$ cat src/rtl/fmps_test_burst_gen.sv
// FMPS test-link burst source: one header+data packet per enabled channel on each FA strobe.
// Define FMPS_TEST_LFSR_EN to replace the counter data pattern with a 32-bit LFSR sequence.
module fmps_test_burst_gen #(
    parameter int          NUM_CHANNELS    = 2,
    parameter int          INDEX_WIDTH     = 5,
    parameter int          INDEX_START_BIT = 10,
    parameter int          FIRST_INDEX     = 0,
    parameter int          NUM_DATA_WORDS  = 1,
    parameter logic [15:0] MAGIC           = 16'hB6CF
) (
    input  logic                    auroraUserClk,
    input  logic                    auroraReset,
    input  logic                    auroraFAstrobe,
    input  logic                    auroraChannelUp,
    input  logic                    cfgEnable,
    input  logic [NUM_CHANNELS-1:0] cfgChannelMask,
    input  logic                    cfgStatusClear,
    output logic [31:0]             FMPS_TEST_AXI_STREAM_TX_tdata,
    output logic                    FMPS_TEST_AXI_STREAM_TX_tvalid,
    output logic                    FMPS_TEST_AXI_STREAM_TX_tlast,
    input  logic                    FMPS_TEST_AXI_STREAM_TX_tready,
    output logic                    busy,
    output logic                    overrun,
    output logic [31:0]             packetCount,
    output logic [15:0]             cycleCount
);

    localparam int         CW        = (NUM_CHANNELS > 1) ? $clog2(NUM_CHANNELS) : 1;
    localparam logic [7:0] LAST_WORD = 8'(NUM_DATA_WORDS);

    typedef enum logic [1:0] {IDLE, HEADER, DATA} state_t;

    state_t                  state;
    logic [NUM_CHANNELS-1:0] pending;
    logic [CW-1:0]           chan;
    logic [7:0]              word_idx;

    logic [CW-1:0]           first_chan;
    logic [CW-1:0]           next_chan;
    logic [NUM_CHANNELS-1:0] first_rest;
    logic [NUM_CHANNELS-1:0] next_rest;
    logic [7:0]              next_word;
    logic [31:0]             data_next;
    logic [15:0]             cycle_inc;
    logic                    handshake;

    function automatic logic [CW-1:0] lowest_set(input logic [NUM_CHANNELS-1:0] m);
        logic [CW-1:0] r;
        r = '0;
        for (int i = NUM_CHANNELS - 1; i >= 0; i--)
            if (m[i]) r = CW'(i);
        return r;
    endfunction

    function automatic logic [31:0] header_word(input logic [CW-1:0] c, input logic [15:0] cyc);
        logic [31:0] h;
        h = '0;
        h[31:16] = MAGIC;
        h[9:0] = cyc[9:0];
        h[INDEX_START_BIT +: INDEX_WIDTH] = INDEX_WIDTH'(FIRST_INDEX + int'(c));
        return h;
    endfunction

    always_comb begin
        first_chan = lowest_set(cfgChannelMask);
        next_chan  = lowest_set(pending);
        first_rest = cfgChannelMask & ~(NUM_CHANNELS'(1) << first_chan);
        next_rest  = pending & ~(NUM_CHANNELS'(1) << next_chan);
        next_word  = (state == HEADER) ? 8'd1 : word_idx + 8'd1;
        cycle_inc  = cycleCount + 16'd1;
        handshake  = FMPS_TEST_AXI_STREAM_TX_tvalid && FMPS_TEST_AXI_STREAM_TX_tready;
    end

`ifdef FMPS_TEST_LFSR_EN
    logic [31:0] lfsr;
    logic [31:0] lfsr_step;

    // XNOR feedback keeps the seed-1 sequence starting 1, 2, 4, ...
    assign lfsr_step = {lfsr[30:0], ~(lfsr[31] ^ lfsr[21] ^ lfsr[1] ^ lfsr[0])};
    assign data_next = (state == DATA) ? lfsr_step : lfsr;

    always_ff @(posedge auroraUserClk) begin
        if (auroraReset)
            lfsr <= 32'h1;
        else if (state == DATA && handshake && auroraChannelUp)
            lfsr <= lfsr_step;
    end
`else
    assign data_next = {8'(FIRST_INDEX + int'(chan)), next_word, cycleCount};
`endif

    assign busy = (state != IDLE);

    always_ff @(posedge auroraUserClk) begin
        if (auroraReset) begin
            state                          <= IDLE;
            pending                        <= '0;
            chan                           <= '0;
            word_idx                       <= '0;
            FMPS_TEST_AXI_STREAM_TX_tdata  <= '0;
            FMPS_TEST_AXI_STREAM_TX_tvalid <= 1'b0;
            FMPS_TEST_AXI_STREAM_TX_tlast  <= 1'b0;
            overrun                        <= 1'b0;
            packetCount                    <= '0;
            cycleCount                     <= '0;
        end else begin
            // Later assignments in this block override the clear (set wins).
            if (cfgStatusClear) begin
                overrun     <= 1'b0;
                packetCount <= '0;
            end
            case (state)
                IDLE: begin
                    if (auroraFAstrobe && cfgEnable && auroraChannelUp) begin
                        cycleCount <= cycle_inc;
                        if (cfgChannelMask != '0) begin
                            chan                           <= first_chan;
                            pending                        <= first_rest;
                            state                          <= HEADER;
                            FMPS_TEST_AXI_STREAM_TX_tdata  <= header_word(first_chan, cycle_inc);
                            FMPS_TEST_AXI_STREAM_TX_tvalid <= 1'b1;
                            FMPS_TEST_AXI_STREAM_TX_tlast  <= 1'b0;
                        end
                    end
                end
                HEADER, DATA: begin
                    if (auroraFAstrobe)
                        overrun <= 1'b1;
                    if (!auroraChannelUp) begin
                        state                          <= IDLE;
                        pending                        <= '0;
                        FMPS_TEST_AXI_STREAM_TX_tdata  <= '0;
                        FMPS_TEST_AXI_STREAM_TX_tvalid <= 1'b0;
                        FMPS_TEST_AXI_STREAM_TX_tlast  <= 1'b0;
                    end else if (handshake) begin
                        if (state == DATA && FMPS_TEST_AXI_STREAM_TX_tlast) begin
                            packetCount <= (cfgStatusClear ? 32'd0 : packetCount) + 32'd1;
                            if (pending != '0) begin
                                chan                          <= next_chan;
                                pending                       <= next_rest;
                                state                         <= HEADER;
                                FMPS_TEST_AXI_STREAM_TX_tdata <= header_word(next_chan, cycleCount);
                                FMPS_TEST_AXI_STREAM_TX_tlast <= 1'b0;
                            end else begin
                                state                          <= IDLE;
                                FMPS_TEST_AXI_STREAM_TX_tdata  <= '0;
                                FMPS_TEST_AXI_STREAM_TX_tvalid <= 1'b0;
                                FMPS_TEST_AXI_STREAM_TX_tlast  <= 1'b0;
                            end
                        end else begin
                            state                         <= DATA;
                            word_idx                      <= next_word;
                            FMPS_TEST_AXI_STREAM_TX_tdata <= data_next;
                            FMPS_TEST_AXI_STREAM_TX_tlast <= (next_word == LAST_WORD);
                        end
                    end
                end
                default: state <= IDLE;
            endcase
        end
    end

endmodule

$ cat config.mk
export PLATFORM = sky130hd
export DESIGN_NAME = fmps_test_burst_gen
export DESIGN_NICKNAME = d
export VERILOG_FILES = /design/src/rtl/fmps_test_burst_gen.sv
export SDC_FILE = /design/constraint.sdc
export NUM_CORES = 1
export LEC_CHECK = 0
export BUFFER_PORTS_ARGS = -buffer_cell sky130_fd_sc_hd__buf_2
export CAP_MARGIN = 5
export CELL_PAD_IN_SITES_DETAIL_PLACEMENT = 1
export CELL_PAD_IN_SITES_GLOBAL_PLACEMENT = 2
export CORE_ASPECT_RATIO = 2
export CORE_MARGIN = 3
export CORE_UTILIZATION = 30
export CTS_BUF_LIST = sky130_fd_sc_hd__clkbuf_4 sky130_fd_sc_hd__clkbuf_8
export CTS_CLUSTER_DIAMETER = 100
export DETAILED_ROUTE_END_ITERATION = 10
export GPL_ROUTABILITY_DRIVEN = 0
export GPL_TIMING_DRIVEN = 0
export PLACE_DENSITY = 0.78
export SETUP_SLACK_MARGIN = 0.1
export SLEW_MARGIN = 10
export SYNTH_ARGS = -nofsm -noshare
export SYNTH_HDL_FRONTEND = slang
export SYNTH_SLANG_ARGS = --single-unit
$ cat constraint.sdc
create_clock -name auroraUserClk -period 2.3 [get_ports auroraUserClk]
set_input_delay 0.345 -clock auroraUserClk [delete_from_list [all_inputs] [get_ports auroraUserClk]]
set_output_delay 0.345 -clock auroraUserClk [all_outputs]
set_load 0.02 [all_outputs]
# ---- Word level (Yosys, flattened, before mapping)
# Index checks and enable logic that the tools add are counted.
# Widths: inputs -> output; s select.
dict set report word_totals {
  ff_bits 96
  inputBits 9
  out_inout_bits 84
  word_cells 104
}
dict set report classes {
  addsub 3
  n_eq_ne 13
  shift 2
  muxes 54
  bitwise_logic 5
  reduce_logical 17
}
# op n
set op_table {}
lappend op_table {{$mux 32} 11}
lappend op_table {{$pmux 32 s2} 1}
lappend op_table {{$add 32x1->32 const B} 1}
lappend op_table {{$mux 1} 25}
lappend op_table {{$mux 2} 11}
lappend op_table {{$add 16x1->16 const B} 1}
lappend op_table {{$ne 2x2->1 const B} 6}
lappend op_table {{$ne 3x3->1 const B} 4}
lappend op_table {{$reduce_and 6->1} 2}
lappend op_table {{$add 8x1->8 const B} 1}
lappend op_table {{$eq 8x1->1 const B} 1}
lappend op_table {{$mux 8} 1}
lappend op_table {{$pmux 2 s2} 2}
lappend op_table {{$reduce_and 4->1} 2}
lappend op_table {{$reduce_bool 2->1} 4}
lappend op_table {{$reduce_and 7->1} 1}
lappend op_table {{$pmux 1 s2} 3}
lappend op_table {{$and 2x2->2} 2}
lappend op_table {{$logic_and 1x1->1} 4}
lappend op_table {{$not 2->2} 2}
lappend op_table {{$shl 1x1->2 const A} 2}
lappend op_table {{$reduce_and 3->1} 1}
lappend op_table {{$eq 2x1->1 const B} 1}
lappend op_table {{$eq 2x2->1 const B} 1}
lappend op_table {{other kinds (4)} 4}

# ---- Depth between registers and ports, before layout
dict set report depth {
  ltp_word 10
  ltp_mapped 9
}

# ---- Least setup slack after synthesis
# Ideal clock, no wire load.
dict set report synth_timing {
  kind {reg2reg}
  from {reg state[0]}
  to {reg packetCount[30]}
  arrival_ns 2.044
  required_ns 2.230
  path_slack_ns 0.186
  stages_incl_launch_ff 8
  n_path_buf 0
  period_less_slack_ns 2.114
  path_cell_list {dfxtp_1 -> inv_1 -> ha_1 -> nand4_4 -> nor4_4 -> nand4b_4 -> a2111o_1 -> a21oi_1}
}
dict set report synth_via {
  elab_chain_len 6
  elab_cells_between_ends 8
  cone_classes {eq/ne (2); mux (4); reduce/logical (2)}
}
# item line_no
set synth_rtl {}
lappend synth_rtl {{from (decl)} 33} ;# state_t state;
lappend synth_rtl {{from (signal assigned)} 96} ;# state <= IDLE;
lappend synth_rtl {{from (signal assigned)} 119} ;# state <= HEADER;
lappend synth_rtl {{from (signal assigned)} 130} ;# state <= IDLE;
lappend synth_rtl {{$eq 2x2->1} {112, 136}}
lappend synth_rtl {{$logic_and 1x1->1} 136} ;# if (state == DATA && FMPS_TEST_AXI_STREAM_TX_tlast) begin
lappend synth_rtl {{$mux 32} 136}
lappend synth_rtl {{$mux 32} 135} ;# end else if (handshake) begin
lappend synth_rtl {{$mux 32} 129} ;# if (!auroraChannelUp) begin
lappend synth_rtl {{$mux 32 (*)} 112} ;# case (state)
lappend synth_rtl {{to (signal assigned)} 137} ;# packetCount <= (cfgStatusClear ? 32'd0 : packetCount) + 32'd1;
lappend synth_rtl {{to (decl)} 24} ;# output logic [31:0] packetCount,
# Every way passes the cells marked *; elsewhere a longest branch is shown, timed or not.
# A chain may end at the register's enable or synchronous reset.

# ---- Worst setup path in the final report
dict set report layout_timing {
  from {reg state[1]}
  to {reg packetCount[30]}
}
# Same word-level chain as after synthesis.

==> reports/qor.txt <==
Synth-to-layout area growth -> 24.80%
CTS Root Cell -> clkbuf_8
Number of port buffers -> 88
Clock slew at reported path FFs -> 0.10 ns
Crit-path cells -> inv_2, ha_4, nand4_4, nor4_4, nand4b_4, a2111o_1, a21oi_1
Cts hold-fix bufs -> 0
DP Cell Count -> 872
GR Util met3 -> 2.089%
Slack of the critical path -> 0.2103 ns
Mean Syn Cell Area -> 8.080 µm²
Skew final -> 0.009376 ns
Clock Path Buffers -> 2
Overflow after GRT -> 0
# fillers -> 1927
Largest family of logic cells by synthesized area -> simple AND/OR/NAND/NOR gates
TritonCTS clock tree -> done
Startpoint class of the critical path -> flip-flop
Crit Path Category -> reg2reg
RSZ-0062 raised after global routing -> yes
Setup crit end kind -> flip-flop
Total die area -> 0.01739 mm²
Pre-antenna DRT Iters -> 4
Most used routing layer -> met2
Synth warn -> 0
Skew-Pair Late Insertion Delay -> 0.38 ns
Routing usage on met1 -> 19.46%
FMAX -> 478.5 MHz
DRC Markers -> 0
Initial antenna violation count -> 1
Setup TNS -> 0 ns
DIE WIDTH -> 94.76 µm
DP Area -> 0.005419 mm²
Final Hold Fails -> 0
EDFF count, synth -> 0
Max IR drop VDD -> 0.0003300 V
Synth Area in Compound Gates -> 12.94%
Leakage power -> 2.324 nW
Status -> finished clean
Post-Synth Simple-Gate Area -> 30.86%
PD cells -> 700.4 mW/mm²
Worst slew pin tran -> 0.6972 ns
Fin crit share -> 90.86%
Num CTS Buffers -> 9
Finished Layout Cells -> 899
Rel. slew slack -> 53.52%
GRT Overall Usage -> 19.56%
Avg WL per Cell -> 18.40 µm
Crit path arrival time -> 2.40 ns
Final instance area -> 0.005899 mm²
First-pass GRT wire length -> 26240 µm
Hpwl dp -> 12520 µm
Synth Instances -> 585
Total core area -> 0.01537 mm²
I/O pins -> 93
Final setup vio count -> 0
CP max FO -> 7
MaxCap Viol Count -> 0
Ys flop type -> dfxtp_1
Util after Layout -> 38.37%
Via count -> 4695
Num rows -> 64
Mux cell area share after synthesis -> 0.6617%
Post-synth ARST share -> 0%
Final Critical Period -> 2.090 ns
Pins Over Slew Limit -> 0
GR Util met2 -> 38.63%
Clock sinks -> 90
Slowest cell on crit path -> a2111o_1
Post-synthesis adder-cell area fraction -> 1.853%
Post-route antenna net violation count -> 0
Overall power -> 4.132 mW
DR iter-0 viols -> 97
CP max stage delay -> 0.42 ns
Layout cells sized above 1 -> 27.71%
Sequential fraction of the synthesis area -> 38.12%
Fin nets -> 711
Initial Utilization -> 30.75%
Largest net degree at the start of global routing -> 17
Hold Crit Class -> in2reg
H-tree levels -> 3
#FFs+latches synth -> 90
Cell area after synthesis -> 0.004727 mm²
Hold_ws -> 0.2688 ns
Distinct cells, synth -> 58
Vias in the first global route -> 4908
Final WL -> 16540 µm
Pre-CTS setup slack -> -0.4034 ns
Chip Height -> 183.5 µm
Vias per cell -> 5.222
Required @ worst endpoint -> 2.61 ns
Synth Area in XOR/XNOR -> 7.967%
==> cells in the mapped netlist (3+ instances only) <==
| library cell | number | area share [%] |
|---|---|---|
| nor3_1 | 16 | 1.7 |
| xor2_1 | 15 | 2.8 |
| xnor2_1 | 28 | 5.2 |
| nor4_1 | 13 | 1.7 |
| buf_4 | 22 | 3.5 |
| ha_1 | 7 | 1.9 |
| and3_1 | 4 | 0.53 |
| o31ai_1 | 3 | 0.48 |
| nor2_1 | 85 | 6.7 |
| nand3_1 | 31 | 3.3 |
| inv_1 | 9 | 0.71 |
| o21ai_0 | 23 | 2.4 |
| a211oi_1 | 9 | 1.4 |
| buf_1 | 4 | 0.32 |
| and2_1 | 4 | 0.53 |
| nor2b_1 | 11 | 1.5 |
| or3_1 | 9 | 1.2 |
| nor3b_1 | 3 | 0.48 |
| nand4_1 | 15 | 2.0 |
| nand2b_1 | 4 | 0.53 |
| dfxtp_1 | 90 | 38 |
| nand3b_1 | 3 | 0.48 |
| a311oi_1 | 7 | 1.3 |
| buf_2 | 4 | 0.42 |
| clkbuf_1 | 16 | 1.3 |
| a21oi_1 | 40 | 4.2 |
| buf_6 | 3 | 0.71 |
| a22oi_1 | 3 | 0.48 |
| nand2_1 | 61 | 4.8 |
| and4_1 | 7 | 1.3 |
==> power breakdown <==
group	internal (mW)	switching, mW
Clock	0.403	0.640
Sequential	1.68	0.0950
Combinational	0.498	0.819
==> critical path, delay by kind of cell (launching register included) <==
family / cells / cell delay [ns]
fa+ha+maj: 1 / 0.28
buf+inv: 1 / 0.05
compound gates: 2 / 0.56
flops: 1 / 0.38
simple gates: 3 / 0.75
==> final cells by class <==
cell class	count	area, µm²	area share, %
multi-input cells	436	2721	46.13
flip-flops and latches	90	1807	30.63
repair buffers	98	536.8	9.099
plain buffers	51	374.1	6.341
well taps	198	247.7	4.199
clock buffers	9	123.9	2.100
clock inverters	7	52.55	0.8908
inverters	9	33.78	0.5726
diodes	1	2.502	0.04242
==> final timing paths <==
| check | depth (start not counted) | endpoint | startpoint | slack, ns |
|---|---|---|---|---|
| hold / removal | 3 | overrun$_SDFF_PP0_ | auroraFAstrobe | 0.27 |
| setup / recovery | 7 | packetCount[30]$_SDFF_PP0_ | state[1]$_SDFFE_PP0P_ | 0.21 |
| setup reg to reg | 7 | packetCount[30]$_SDFF_PP0_ | state[1]$_SDFFE_PP0P_ | 0.21 |
| hold reg to reg | 2 | FMPS_TEST_AXI_STREAM_TX_tdata[15]$_SDFFE_PP0P_ | FMPS_TEST_AXI_STREAM_TX_tdata[15]$_SDFFE_PP0P_ | 0.46 |
==> placed cells by master, fill, tap and decap left out, drive strengths merged, types with 5 or more instances in the layout <==
cell type,instances
a211oi,9
a21oi,40
a311oi,7
and2,5
and3,6
and4,9
buf,131
clkbuf,27
dfxtp,90
ha,7
inv,12
nand2,61
nand3,31
nand4,16
nor2,85
nor2b,11
nor3,16
nor4,16
o21ai,23
or3,9
xnor2,28
xor2,15
==> what timing repair did <==
item | 4_1_cts | 5_1_grt
cloned | 0 | 1
setup buffers | 5 | 4
endpoints found under the setup margin | 50 | 44
pin swaps | 2 | 5
resized for setup | 25 | 34
==> sequential cells by signal (all words and copies together), names as in the netlist <==
name,flops
packetCount,32
word_idx,8
overrun,1
FMPS_TEST_AXI_STREAM_TX_tlast,1
pending,2
chan,1
state,2
cycleCount,16
FMPS_TEST_AXI_STREAM_TX_tvalid,1
FMPS_TEST_AXI_STREAM_TX_tdata,26
==> logic make-up (layout without fill, tap and decap cells) <==
group,after synthesis,after routing
flops,90,90
compound gates,98,98
fa+ha+maj,7,7
other cells,1,3
mux,3,3
xor+xnor,43,43
simple gates,283,283
buf+inv,60,174
==> per-layer routing <==
| layer | up-vias | wire length, µm |
|---|---|---|
| li1 | 2255 | - |
| met1 | 2274 | 5928 |
| met4 | 0 | 821 |
| met5 | - | 0 |
| met3 | 45 | 463 |
| met2 | 121 | 9325 |
Note: power is estimated with default switching activity, not from simulation.
